<file path="config.mk">
export PLATFORM = sky130hd
export DESIGN_NAME = race_progress_sequencer
export DESIGN_NICKNAME = d
export VERILOG_FILES = /design/src/rtl/race_progress_sequencer.sv
export SDC_FILE = /design/constraint.sdc
export NUM_CORES = 1
export LEC_CHECK = 0
export CAP_MARGIN = 40
export CORE_ASPECT_RATIO = 1.2
export CORE_MARGIN = 5
export CORE_UTILIZATION = 30
export CTS_CLUSTER_SIZE = 16
export DETAILED_ROUTE_END_ITERATION = 10
export PLACE_DENSITY_LB_ADDON = 0.12
export SYNTH_ARGS = -nofsm -noshare
export SYNTH_HDL_FRONTEND = slang
export SYNTH_SLANG_ARGS = --single-unit
</file>
<file path="constraint.sdc">
create_clock -name clk -period 6.56 [get_ports clk]
set_clock_uncertainty 0.15 [all_clocks]
set_input_delay 1.968 -clock clk [delete_from_list [all_inputs] [get_ports clk]]
set_output_delay 1.968 -clock clk [all_outputs]
set_load 0.01 [all_outputs]
</file>
<file path="src/rtl/race_progress_sequencer.sv">
// Race phase sequencer: countdown, racing, pause, finish and crash stall.
// Ports: clk, reset, frame_start, start_req, pause_req, crash, speed in;
//        race_state, countdown_digit, distance_drove, track_length, pb_y,
//        crashed, race_done out. Per-frame distance feeds the progress bar.
module race_progress_sequencer #(
    parameter int unsigned TRACK_LENGTH     = 53248,
    parameter int unsigned COUNTDOWN_FRAMES = 180,
    parameter int unsigned CRASH_FRAMES     = 90,
    parameter int unsigned PB_Y_BOTTOM      = 416,
    parameter int unsigned DIST_SHIFT       = 7
) (
    input  logic        clk,
    input  logic        reset,
    input  logic        frame_start,
    input  logic        start_req,
    input  logic        pause_req,
    input  logic        crash,
    input  logic [4:0]  speed,
    output logic [2:0]  race_state,
    output logic [1:0]  countdown_digit,
    output logic [31:0] distance_drove,
    output logic [31:0] track_length,
    output logic [10:0] pb_y,
    output logic        crashed,
    output logic        race_done
);

    localparam int unsigned CD_W  = $clog2(COUNTDOWN_FRAMES);
    localparam int unsigned CR_W  = $clog2(CRASH_FRAMES + 1);
    localparam int unsigned DIGIT = COUNTDOWN_FRAMES / 3;

    localparam logic [CD_W-1:0] CD_LOAD = CD_W'(COUNTDOWN_FRAMES - 1);
    localparam logic [CD_W-1:0] CD_HI   = CD_W'(2 * DIGIT);
    localparam logic [CD_W-1:0] CD_MID  = CD_W'(DIGIT);
    localparam logic [CR_W-1:0] CR_LOAD = CR_W'(CRASH_FRAMES);

    typedef enum logic [2:0] {
        S_IDLE      = 3'd0,
        S_COUNTDOWN = 3'd1,
        S_RACING    = 3'd2,
        S_PAUSED    = 3'd3,
        S_FINISHED  = 3'd4
    } state_t;

    state_t          state_q, state_d;
    logic [CD_W-1:0] cd_q, cd_d;
    logic [CR_W-1:0] crash_q, crash_d;
    logic [31:0]     dist_q, dist_d;
    logic            done_q, done_d;
    logic [10:0]     pb_q;
    logic [32:0]     sum;

    always_ff @(posedge clk) begin
        if (reset) begin
            state_q <= S_IDLE;
            cd_q    <= '0;
            crash_q <= '0;
            dist_q  <= '0;
            done_q  <= 1'b0;
            pb_q    <= 11'(PB_Y_BOTTOM);
        end else begin
            state_q <= state_d;
            cd_q    <= cd_d;
            crash_q <= crash_d;
            dist_q  <= dist_d;
            done_q  <= done_d;
            // Registered from the already-updated distance: one extra cycle.
            pb_q    <= 11'(PB_Y_BOTTOM) - dist_q[DIST_SHIFT +: 11];
        end
    end

    always_comb begin
        state_d = state_q;
        cd_d    = cd_q;
        crash_d = crash_q;
        dist_d  = dist_q;
        done_d  = 1'b0;
        // 33-bit add so the saturate compare can never see a wrapped value.
        sum     = {1'b0, dist_q} + {28'd0, speed};
        case (state_q)
            S_IDLE: begin
                if (start_req) begin
                    state_d = S_COUNTDOWN;
                    cd_d    = CD_LOAD;
                end
            end
            S_COUNTDOWN: begin
                if (frame_start) begin
                    if (cd_q == '0) state_d = S_RACING;
                    else            cd_d    = cd_q - 1'b1;
                end
            end
            S_RACING: begin
                // Priority: crash, crash stall, finishing frame, pause, move.
                if (crash) begin
                    crash_d = CR_LOAD;
                    if (pause_req) state_d = S_PAUSED;
                end else if (frame_start && crash_q != '0) begin
                    if (pause_req) state_d = S_PAUSED;
                    else           crash_d = crash_q - 1'b1;
                end else if (frame_start && sum >= 33'(TRACK_LENGTH)) begin
                    dist_d  = TRACK_LENGTH;
                    state_d = S_FINISHED;
                    done_d  = 1'b1;
                end else if (pause_req) begin
                    state_d = S_PAUSED;
                end else if (frame_start) begin
                    dist_d = sum[31:0];
                end
            end
            S_PAUSED: begin
                if (pause_req) state_d = S_RACING;
            end
            S_FINISHED: begin
                if (start_req) begin
                    state_d = S_COUNTDOWN;
                    cd_d    = CD_LOAD;
                    dist_d  = '0;
                    crash_d = '0;
                end
            end
            default: state_d = S_IDLE;
        endcase
    end

    // Digit = 3 - elapsed/DIGIT, with elapsed = CD_LOAD - cd_q.
    always_comb begin
        countdown_digit = 2'd0;
        if (state_q == S_COUNTDOWN) begin
            if (cd_q >= CD_HI)       countdown_digit = 2'd3;
            else if (cd_q >= CD_MID) countdown_digit = 2'd2;
            else                     countdown_digit = 2'd1;
        end
    end

    assign race_state     = state_q;
    assign distance_drove = dist_q;
    assign track_length   = TRACK_LENGTH;
    assign pb_y           = pb_q;
    assign crashed        = (crash_q != '0);
    assign race_done      = done_q;

endmodule
</file>
==> metrics.csv <==
metric,value,unit
clockBufferDepth,2,
hold_buffers,0,
synthDistinctLibCells,68,
hpwlAfterDp,7450,microns
ys.flop_type,dfxtp_1,
yosys.area.top_type_share,0.334,
synth-seq-area-share,0.334,
n_antenna_cell,0,
drt_wl_total,9960,microns
outcome,"finished, final reports clean",
final.min_clock_period,5700,ps
tightest_slew,828,ps
arrival,5800,ps
worst-path-max-fanout,6,
final_cell_mix,"62 x dfxtp_1, 60 x clkdlybuf4s50_1, 40 x nor2_1, 40 x nand2_1, 32 x conb_1",
grt_use_total,0.136,
power.leakage,1.73,nW
grt_start_max_net_pins,29,
drv_slew,0,
cp-end-kind,flop,
die_y,132,microns
layout-drive-gt1-share,0.0565,
grtUsageMet1,0.163,
synth_fa_ha_area_frac,0.0391,
synth_xor_xnor_area_share,0.0519,
ff_latch_area,1240,sq um
viasPerCell,4.85,
path_class,in2reg,
hold_class,reg2reg,
gp_congestion,0.785,
whs_endpoint,crash_q[5],
grt_pass1_wl,16500,microns
slew-limit-headroom,0.448,
cts_tree,built,
use_met2,0.238,
busiest_layer,met2,
dr.pass1.iters,4,
reg2reg_from,distance_drove[0],
area.growth.synth_to_final,23.6,%
synth_area_leaders,"dfxtp_1 33%, buf_4 6.5%, and3_1 4.2%, nand2_1 4.0%, nor2_1 4.0%",
netlist_area,3710,sq um
port_buffers,60,
wl_per_cell,14.8,microns
syn_avg_cell_area,8.10,sq um
tns,0,ps
synth_top_family_by_area,simple AND/OR/NAND/NOR gates,
synthSimpleGateAreaFrac,0.274,
ant_nets,0,
numClockSinks,62,
placementRows,44,
drc,0,
hold_violations,0,
r2r_cells,12,
clk_pin_slew,50,ps
synth_top_cell_by_area,dfxtp_1,
cap_violations,0,
cts_inserted_buffers,9,
setup_viol,0,
synth-seq-cells,62,
final_nets,532,
synthArstFlopShare,0,
clk_latency,320,ps
multiInputGateArea,2210,sq um
reg2reg_slack,2560,ps
die-width,112,microns
rsz0062_at_grt,false,
synth_warnings,0,
grt_overflow_total,0,
fin_util,0.379,
synth_compound_area_frac,0.183,
placed_cell_area,4330,sq um
critPathRequiredTime,6650,ps
cp-start-kind,input port,
irDropWorstVdd,126,uV
reg2reg_to,distance_drove[9],
nFillCells,1276,
muxShareOfSynthArea,0.0138,
postCtsSetupRepairBufs,0,
worstHoldPathCells,2,
num_io_pins,93,
grt_pass1_vias,3213,
post_cts_resized,0,
antenna_found_initial,0,
cts_max_level,3,
pre_cts_ws,544,ps
p_per_area,200,nW/um^2
grtUsageMet3,0.0312,
hold_start,crash_q[5],
synth_edf_count,0,
final_common_cell,dfxtp_1,
stdcell_area,4590,sq um
fin_crit_sh,0.869,
dieArea,14700,sq um
core_area,12100,sq um
drt_iter0_markers,191,
num_vias,3272,
finalWorstSetupSlack,858,ps
max_freq,0.175,GHz
synthCells,458,
initial_utilization,0.306,
fin_hold_ws,333,ps
root_buffer,clkbuf_16,
## sequential cells by signal (all words and copies together) (netlist names)
| signal | count |
|---|---|
| distance_drove | 32 |
| race_state | 3 |
| cd_q | 8 |
| pb_y | 11 |
| crash_q | 7 |
| race_done | 1 |
## power by group
part           leakage, nW  switching [mW]  internal (mW)
combinational         1.10          0.0585         0.0441
clock                0.128           0.153          0.260
sequential           0.502          0.0142          0.387
total                 1.73           0.226          0.691
## synthesized netlist by cell type, drive strengths merged (3+ instances only)
| cell | number |
|---|---|
| a2111oi | 5 |
| a211oi | 5 |
| a21boi | 4 |
| a21o | 5 |
| a21oi | 27 |
| a22o | 4 |
| a31oi | 5 |
| and2 | 7 |
| and3 | 25 |
| buf | 35 |
| clkbuf | 17 |
| dfxtp | 62 |
| ha | 10 |
| inv | 15 |
| mux2i | 4 |
| nand2 | 40 |
| nand2b | 9 |
| nand3 | 10 |
| nand4 | 9 |
| nor2 | 41 |
| nor2b | 5 |
| nor3 | 15 |
| nor4 | 5 |
| o21a | 3 |
| o21ai | 17 |
| o22ai | 6 |
| o31ai | 3 |
| or2 | 5 |
| or3 | 6 |
| or4 | 4 |
| xnor2 | 12 |
| xor2 | 10 |
## cell families (layout without fill, tap and decap cells)
group           Yosys count  after routing
compound gates           99             99
xor+xnor                 22             22
fa+ha+maj                11             11
buf+inv                  67             92
flops                    62             62
mux                       5              5
other cells               2             32
simple gates            190            190
## critical path, cell delays in order
cell             delay [ps]
clkdlybuf4s50_1         460
ha_1                    160
inv_1                    60
fa_1                    390
nor2b_1                 180
o2111ai_1               320
a2111oi_0               620
mux2i_1                 240
o211ai_1                150
nor4_4                  330
a21boi_1                240
or4_1                   540
o22ai_1                 130
## worst max path at each step
stage                         to     start
3_3_place_gp   distance_drove[9]  speed[0]
2_1_floorplan  distance_drove[9]  speed[0]
3_5_place_dp   distance_drove[9]  speed[0]
5_1_grt        distance_drove[3]  speed[0]
6_report       distance_drove[9]  speed[0]
4_1_cts        distance_drove[3]  speed[0]
## final cells by class
type | count | share of cell area
Multi-Input combinational cell | 359 | 0.481
Sequential cell | 62 | 0.271
Timing Repair Buffer | 63 | 0.136
Clock buffer | 12 | 0.0537
Tap cell | 161 | 0.0439
Inverter | 15 | 0.0123
Clock inverter | 2 | 0.00218
## stage by stage
stage	std cells	power, mW
after floorplan	488	0.493
after global placement	659	0.510
after detailed placement	660	0.511
after CTS	674	0.931
after global routing	674	0.964
final	674	0.917
## routing by layer
layer | vias to the layer above | routed length [microns] | part of all wire
li1 | 1669 | - | -
met5 | - | 0 | 0
met2 | 58 | 5020 | 0.50
met3 | 11 | 324 | 0.033
met4 | 0 | 154 | 0.015
met1 | 1534 | 4460 | 0.45
(Power assumes the default switching activity.)
